--- config.mk ---
export PLATFORM = sky130hd
export DESIGN_NAME = fifo_sync_flags
export DESIGN_NICKNAME = d
export VERILOG_FILES = /design/src/rtl/fifo_pkg.sv /design/src/rtl/fifo_sync_mem.sv /design/src/rtl/fifo_sync_flags.sv
export SDC_FILE = /design/constraint.sdc
export NUM_CORES = 1
export LEC_CHECK = 0
export CAP_MARGIN = 10
export CELL_PAD_IN_SITES_DETAIL_PLACEMENT = 0
export CELL_PAD_IN_SITES_GLOBAL_PLACEMENT = 1
export CORE_MARGIN = 5
export CORE_UTILIZATION = 59
export DETAILED_ROUTE_END_ITERATION = 10
export DONT_BUFFER_PORTS = 1
export GPL_TIMING_DRIVEN = 1
export PLACE_DENSITY_LB_ADDON = 0.1
export SETUP_SLACK_MARGIN = 0.1
export SYNTH_ARGS = -nofsm -noshare
export SYNTH_HDL_FRONTEND = slang
export SYNTH_SLANG_ARGS = --single-unit
--- constraint.sdc ---
create_clock -name clk -period 8 [get_ports clk]
set_clock_uncertainty 0.1 [all_clocks]
set_input_delay 0.4 -clock clk [delete_from_list [all_inputs] [get_ports clk]]
set_output_delay 0.4 -clock clk [all_outputs]
set_load 0.005 [all_outputs]
--- src/rtl/fifo_pkg.sv ---
// Shared defaults and parameter-legality helpers for the single-clock FIFO family.
package fifo_pkg;

    localparam int FIFO_DATA_W = 14;
    localparam int FIFO_ADDR_W = 4;

    function automatic int fifo_depth(input int addr_w);
        return 1 << addr_w;
    endfunction

    // Almost-full must be reachable and non-trivial: 1..DEPTH.
    function automatic bit fifo_af_level_ok(input int level, input int addr_w);
        return (level >= 1) && (level <= fifo_depth(addr_w));
    endfunction

    // Almost-empty must leave the flag able to deassert: 0..DEPTH-1.
    function automatic bit fifo_ae_level_ok(input int level, input int addr_w);
        return (level >= 0) && (level <= fifo_depth(addr_w) - 1);
    endfunction

endpackage

--- src/rtl/fifo_sync_mem.sv ---
// DEPTH x DATA_W single-clock dual-port RAM: one write port, one registered read port.
module fifo_sync_mem
    import fifo_pkg::*;
#(
    parameter int DATA_W = FIFO_DATA_W,
    parameter int ADDR_W = FIFO_ADDR_W
) (
    input  logic              clk,
    input  logic              rst,
    input  logic              we,
    input  logic [ADDR_W-1:0] waddr,
    input  logic [DATA_W-1:0] wdata,
    input  logic              re,
    input  logic [ADDR_W-1:0] raddr,
    output logic [DATA_W-1:0] rdata
);

    localparam int DEPTH = fifo_depth(ADDR_W);

    logic [DATA_W-1:0] mem [DEPTH];
    logic [DATA_W-1:0] rd_data_p1;

    always_ff @(posedge clk) begin
        if (we) begin
            mem[waddr] <= wdata;
        end
    end

    // Read-first: a same-address write in this cycle is not visible until the next read.
    always_ff @(posedge clk) begin
        if (rst) begin
            rd_data_p1 <= '0;
        end else if (re) begin
            rd_data_p1 <= mem[raddr];
        end
    end

    assign rdata = rd_data_p1;

endmodule

--- src/rtl/fifo_sync_flags.sv ---
// Single-clock FIFO with registered status flags, fill count, read-valid strobe
// and sticky overflow/underflow error flags.
module fifo_sync_flags
    import fifo_pkg::*;
#(
    parameter int DATA_W   = FIFO_DATA_W,
    parameter int ADDR_W   = FIFO_ADDR_W,
    parameter int AF_LEVEL = 12,
    parameter int AE_LEVEL = 2
) (
    input  logic              clk,
    input  logic              rst,
    input  logic [DATA_W-1:0] data_in,
    input  logic              w_en,
    input  logic              r_en,
    input  logic              err_clr,
    output logic [DATA_W-1:0] data_out,
    output logic              rd_valid,
    output logic              full,
    output logic              empty,
    output logic              almost_full,
    output logic              almost_empty,
    output logic [ADDR_W:0]   count,
    output logic              overflow,
    output logic              underflow
);

    localparam logic [ADDR_W:0] DEPTH_CNT = (ADDR_W+1)'(fifo_depth(ADDR_W));
    localparam logic [ADDR_W:0] AF_CNT    = (ADDR_W+1)'(AF_LEVEL);
    localparam logic [ADDR_W:0] AE_CNT    = (ADDR_W+1)'(AE_LEVEL);
    localparam logic [ADDR_W:0] ONE       = (ADDR_W+1)'(1);

    if (!fifo_af_level_ok(AF_LEVEL, ADDR_W)) begin : g_bad_af
        $error("fifo_sync_flags: AF_LEVEL out of range 1..DEPTH");
    end
    if (!fifo_ae_level_ok(AE_LEVEL, ADDR_W)) begin : g_bad_ae
        $error("fifo_sync_flags: AE_LEVEL out of range 0..DEPTH-1");
    end

    logic [ADDR_W:0] wptr;
    logic [ADDR_W:0] rptr;
    logic [ADDR_W:0] count_nxt;
    logic            wr_ok;
    logic            rd_ok;

    // Acceptance uses the registered flags; a read on a full FIFO frees the slot the write takes.
    always_comb begin
        wr_ok     = w_en & (~full | r_en);
        rd_ok     = r_en & ~empty;
        count_nxt = count;
        case ({wr_ok, rd_ok})
            2'b10:   count_nxt = count + ONE;
            2'b01:   count_nxt = count - ONE;
            default: count_nxt = count;
        endcase
    end

    always_ff @(posedge clk) begin
        if (rst) begin
            wptr         <= '0;
            rptr         <= '0;
            count        <= '0;
            full         <= 1'b0;
            empty        <= 1'b1;
            almost_full  <= 1'b0;
            almost_empty <= 1'b1;
            rd_valid     <= 1'b0;
            overflow     <= 1'b0;
            underflow    <= 1'b0;
        end else begin
            if (wr_ok) begin
                wptr <= wptr + ONE;
            end
            if (rd_ok) begin
                rptr <= rptr + ONE;
            end
            count        <= count_nxt;
            full         <= (count_nxt == DEPTH_CNT);
            empty        <= (count_nxt == '0);
            almost_full  <= (count_nxt >= AF_CNT);
            almost_empty <= (count_nxt <= AE_CNT);
            rd_valid     <= rd_ok;
            // A new error in the clearing cycle keeps the flag set.
            overflow     <= (overflow & ~err_clr) | (w_en & ~wr_ok);
            underflow    <= (underflow & ~err_clr) | (r_en & ~rd_ok);
        end
    end

    fifo_sync_mem #(
        .DATA_W (DATA_W),
        .ADDR_W (ADDR_W)
    ) u_mem (
        .clk   (clk),
        .rst   (rst),
        .we    (wr_ok & ~rst),
        .waddr (wptr[ADDR_W-1:0]),
        .wdata (data_in),
        .re    (rd_ok),
        .raddr (rptr[ADDR_W-1:0]),
        .rdata (data_out)
    );

endmodule
=== Word-level counts from Yosys, hierarchy flattened ===
Memories as Yosys holds them, arrays and structs flattened. A register that Yosys moved wholly into a read port is not among the register bits.
Cells that the tools add are included.

* Register bits after elaboration: 22
* Latch bits: 0
* RAM bits: 224
* Memory bits (read-only): 0
* Input port bits: 19
* Output and inout port bits: 26
* Word-level logic and storage cells: 40
* Memories: 1

* Add/subtract/negate cells: 4
* Multiply operators: 0
* Divide/modulo/power cells: 0
* Magnitude comparators: 2
* Equal/unequal tests: 3
* Shifts and indexed selects: 0
* Mux-type cells: 3
* Bitwise logic cells: 16
* Reductions and logical operators: 1

{| class="wikitable"
|+ Memories
! name !! words !! width !! read ports !! clocked after Yosys merged registers in !! wr ports !! RTL line !! RTL
|-
| u_mem.mem || 16 || 14 || 1 || 1 || 1 || fifo_sync_mem.sv:20 || <nowiki>logic [DATA_W-1:0] mem [DEPTH];</nowiki>
|}

{| class="wikitable"
|+ Operator list
! operator !! number
|-
| $add 5x1->5 const B || 3
|-
| $pmux 5 s2 || 1
|-
| $and 1x1->1 || 7
|-
| $not 1->1 || 6
|-
| $eq 5x5->1 const B || 1
|-
| $ge 5x4->1 const B || 1
|-
| $le 5x2->1 const B || 1
|-
| $logic_not 5->1 || 1
|-
| $sub 5x1->5 const B || 1
|-
| $or 1x1->1 || 3
|-
| $eq 2x1->1 const B || 1
|-
| $eq 2x2->1 const B || 1
|-
| $mux 1 || 2
|}

=== Longest topological paths before layout ===
* Depth in word-level cells: 6
* Mapped depth: 13
* Mapped depth without buffers: 10

=== By module ===
A second synthesis with hierarchy kept.

* Cell total of the unflattened synthesis: 650
* Area, all modules: 10,243.6 sq um

{| class="wikitable"
|+ By module, submodules not included
! module !! instances !! cells an instance !! area an instance (sq um) !! sequential area each (sq um)
|-
| fifo_sync_mem || 1 || 533 || 9,202.6 || 7,006.7
|-
| fifo_sync_flags || 1 || 117 || 1,041.0 || 400.4
|}

=== Least setup slack after synthesis ===
No wires, ideal clock.

* Path type: input to register
* From: in r_en
* To: reg empty
* Library setup time: 0.115 ns
* Data arrival time: 3.024 ns
* Data required time: 7.785 ns
* Path slack: 4.760 ns
* Stages on the path: 13
* Buffers on the path: 3
* Cell sequence: nand2b_1 -> clkbuf_1 -> clkinv_1 -> clkbuf_1 -> ha_1 -> buf_2 -> xor2_1 -> ha_1 -> a21o_1 -> and2_4 -> or4_4 -> and3_4 -> a31o_1

* Elaborated cells on any way between the ends: 7
* Classes of those cells: eq/ne: 2; mux: 1; bitwise: 3; reduce/logical: 1

{| class="wikitable"
|+ RTL lines
! element !! RTL line !! RTL
|-
| from (decl) || fifo_sync_flags.sv:15 || <nowiki>input logic r_en,</nowiki>
|-
| $and 1x1->1 * || fifo_sync_flags.sv:49 || <nowiki>rd_ok = r_en & ~empty;</nowiki>
|-
| via rd_ok || fifo_sync_flags.sv:44 || <nowiki>logic rd_ok;</nowiki>
|-
| $eq 2x1->1 or $eq 2x2->1 (tied branches) || fifo_sync_flags.sv:51 || <nowiki>case ({wr_ok, rd_ok})</nowiki>
|-
| $pmux 5 s2 * || fifo_sync_flags.sv:51 ||
|-
| $logic_not 5->1 * || fifo_sync_flags.sv:79 || <nowiki>empty <= (count_nxt == '0);</nowiki>
|-
| to (signal assigned) || fifo_sync_flags.sv:79 ||
|-
| to (decl) || fifo_sync_flags.sv:20 || <nowiki>output logic empty,</nowiki>
|}

Mark *: on every way through the listed nets, which the timed path passes. The rest lies on a longest branch.
A chain may end at the register's enable or synchronous reset.

=== Worst setup path in the final report ===
* From: reg empty
* To: reg full

* Longest elaborated chain between the ends: 5
* Elaborated cells on any way between the ends: 6
* Classes of those cells: eq/ne: 3; mux: 1; bitwise: 2

{| class="wikitable"
|+ Ends and longest elaborated chain
! element !! RTL line !! RTL
|-
| $not 1->1 * || fifo_sync_flags.sv:49 ||
|-
| $and 1x1->1 * || fifo_sync_flags.sv:49 ||
|-
| $eq 2x1->1 or $eq 2x2->1 (tied branches) || fifo_sync_flags.sv:51 ||
|-
| $pmux 5 s2 * || fifo_sync_flags.sv:51 ||
|-
| $eq 5x5->1 * || fifo_sync_flags.sv:78 || <nowiki>full <= (count_nxt == DEPTH_CNT);</nowiki>
|-
| to (signal assigned) || fifo_sync_flags.sv:78 ||
|-
| to (decl) || fifo_sync_flags.sv:19 || <nowiki>output logic full,</nowiki>
|}

Every way passes the cells marked *; elsewhere a longest branch is shown, timed or not.

==> results.txt <==
Initial Utilization -> 0.602
drt first pass iters -> 7
FF+latch count, synth -> 258
Post-Synth XOR/XNOR Area -> 0.00612
WP depth -> 10
worst endpoint required time -> 8.31 ns
Peak supply drop -> 0.000202 V
Power Density -> 260 nW/um2
crit path kind -> reg2reg
worst rel slew slack -> 0.210
mean routed wirelength per cell -> 25.9 um
first-pass GRT wire length -> 32,100 um
TritonCTS buffer count -> 25
post-synthesis mux area share -> 0.128
Synth warnings -> 0
Tmin final -> 4.44 ns
Nets -> 599
sequential cell area fraction in the yosys report -> 0.739
worst-path maximum fanout -> 20
vias in the first global route -> 5,236
Syn Std Cell Area -> 10,000 um2
Hold Fails Final Rpt -> 0
clk_lat worst skew -> 0.52 ns
GRT Overall Usage -> 0.218
Place WS -> 3.57 ns
pin count of the biggest net entering global routing -> 50
I/O Buffers -> 0
crit path from -> empty
Crit path top cell by count -> ha_1
post-synthesis adder-cell area fraction -> 0.00999
initial antenna violation count -> 0
leading cell type in the layout, fill and taps excluded -> edfxtp_1
H-tree depth -> 1
Chip Height -> 140 um
highest-count cells in the layout ignoring fill and taps -> edfxtp_1, mux4_2, dfxtp_1
RePlAce Congestion -> 0.773
Core ar. -> 16,600 um2
EDFF count, synth -> 224
syn_area_per_cell -> 18.6 um2
CP Data Arrival Time -> 4.75 ns
MaxCap Viol Count -> 0
1st-iter DRT viols -> 390
dominant combinational cell family by area after synthesis -> multiplexers
antenna violation net count after detailed routing -> 0
Slew Viols, Final -> 0
min-delay src -> w_en
crit start category -> flip-flop
Final setup viols -> 0
Ports -> 45
FP Rows -> 47
Netlist cell types -> 47
Setup crit end kind -> flip-flop
max frequency -> 225 MHz
RSZ-0062 raised after global routing -> false
WHS Path Cells -> 3
final critical-path share of the clock period -> 0.555
sum of negative setup slack -> 0 ns
Die W -> 140 um
outcome -> finished, final reports clean
CP delay by family, top -> simple AND/OR/NAND/NOR gates
critical path, cell by cell -> nand2b_1, clkinv_1, ha_1, xor2_1, ha_1, a21o_1, a221oi_1, a2111oi_2, mux2i_1, and3b_2
die area -> 19,700 um2
via count -> 5,039
share of layout cells above drive strength 1 -> 0.222
RR Startpoint -> empty
Mapped Cells -> 538
Synth Area in Simple Gates -> 0.0457
Routed WL -> 21,000 um
Reg2Reg Depth -> 10
Post-CTS Setup Inserts -> 0
clk sinks -> 258
Final Power -> 2960 uW
gr ovfl total -> 0
Hold Path Class -> in2reg
Compound-Gate Fraction of Synth Area -> 0.0531
main flop type after synthesis -> edfxtp_1
hpwl dp -> 11,900 um
measured slew at the worst slew-check pin -> 1.18 ns
WP buf/inv -> 1
CTS clk-pin slew, worst paths -> 0.06 ns
Layout area overhead -> 13.5%
CP max stage delay -> 0.84 ns
CTS tree -> done
Antenna diodes -> 0
async set-reset flop share out of synthesis -> 0
CTS Buffer Depth -> 3
Vias/cell -> 6.21
CP max stage cell -> clkinv_1
Pleak -> 0.00368 uW
fin worst setup slack -> 3.56 ns
clk root buf -> clkbuf_16
Synth Net Count -> 565
drc violations -> 0
-- kinds of logic after synthesis --
kind of cell | count (synthesis)
and+or+nand+nor | 94
buffers and inverters | 38
xor gates and xnor gates | 7
adders and majority gates | 8
DFF | 258
muxes | 58
AOI/OAI and AO/OA | 75
-- timing repair --
item / in CTS / in global routing
hold buffers: 19 / 0
resized for setup: 0 / 0
hold endpoints to repair: 256 / 0
-- power breakdown --
group | switching, uW | total (uW) | internal [uW] | leakage [uW]
Clock | 482 | 1210 | 726 | 0.000424
Sequential | 29.6 | 1520 | 1490 | 0.00230
Combinational | 117 | 230 | 113 | 0.000958
Total | 629 | 2960 | 2330 | 0.00368
-- cell type report --
type                       count  area (um2)
sequential                   258        7410
multi-input combinational    242        2450
tap                          220         275
timing repair buffer          38         343
fill                        1067        5280
clock buffer                  31         668
clock inverter                15         190
inverter                       7        26.3
-- state kept, by name, summed over array words and instances (netlist names) --
register      cells
count             5
almost_empty      1
u_mem.rdata      14
almost_full       1
overflow          1
rd_valid          1
underflow         1
full              1
rptr              4
wptr              4
empty             1
u_mem.mem       224
-- final timing paths --
check	to	slack [ns]
worst max-delay path	full	3.56
worst min-delay path	wptr[2]	0.04
worst max register to register	full	3.56
worst min register to register	u_mem.rdata[11]	0.37
-- worst reg2reg max path, delay by kind of cell (launching register included) --
family,cells,cell delay [ns]
compound gates,3,0.69
xor+xnor,1,0.21
fa+ha+maj,2,0.79
buf+inv,1,0.84
flops,1,0.37
mux,1,0.40
simple gates,2,0.92
-- through the flow --
stage	hold WS [ns]	utilization	instances	area, um2
after detailed placement	0.365	0.619	746	10300
after CTS	0.0185	0.683	811	11400
after global placement	0.368	0.619	746	10300
after global routing	0.0456	0.683	811	11400
final	0.0387	0.683	811	11400
after floorplan	0.353	-	538	10000
-- metal layers --
metal / part of all wire / up-vias / global-route usage
met3: 0.066 / 44 / 0.0392
met5: 0 / - / 0
li1: - / 2224 / -
met4: 0.027 / 0 / 0.0627
met1: 0.40 / 2599 / 0.294
met2: 0.51 / 172 / 0.370
-- synth_stat cells, types with 2 or more instances --
master | number | area share
buf_6 | 4 | 0.0045
mux4_2 | 56 | 0.13
nor2b_1 | 7 | 0.0044
a22oi_1 | 2 | 0.0015
o21ai_0 | 11 | 0.0055
buf_1 | 4 | 0.0015
nand3_1 | 7 | 0.0035
nand2b_1 | 7 | 0.0044
buf_2 | 5 | 0.0025
clkbuf_1 | 18 | 0.0067
nor3_1 | 5 | 0.0025
mux2i_1 | 2 | 0.0020
xnor2_1 | 3 | 0.0026
o211a_1 | 2 | 0.0020
nand2_1 | 30 | 0.011
a22o_1 | 25 | 0.022
o21ai_1 | 3 | 0.0015
edfxtp_1 | 224 | 0.67
nand3b_1 | 2 | 0.0015
a21oi_1 | 21 | 0.010
ha_1 | 8 | 0.010
dfxtp_1 | 34 | 0.068
nor2_1 | 26 | 0.0097
xor2_1 | 4 | 0.0035
inv_1 | 6 | 0.0022
No activity file was read; power rests on OpenSTA's default activity.
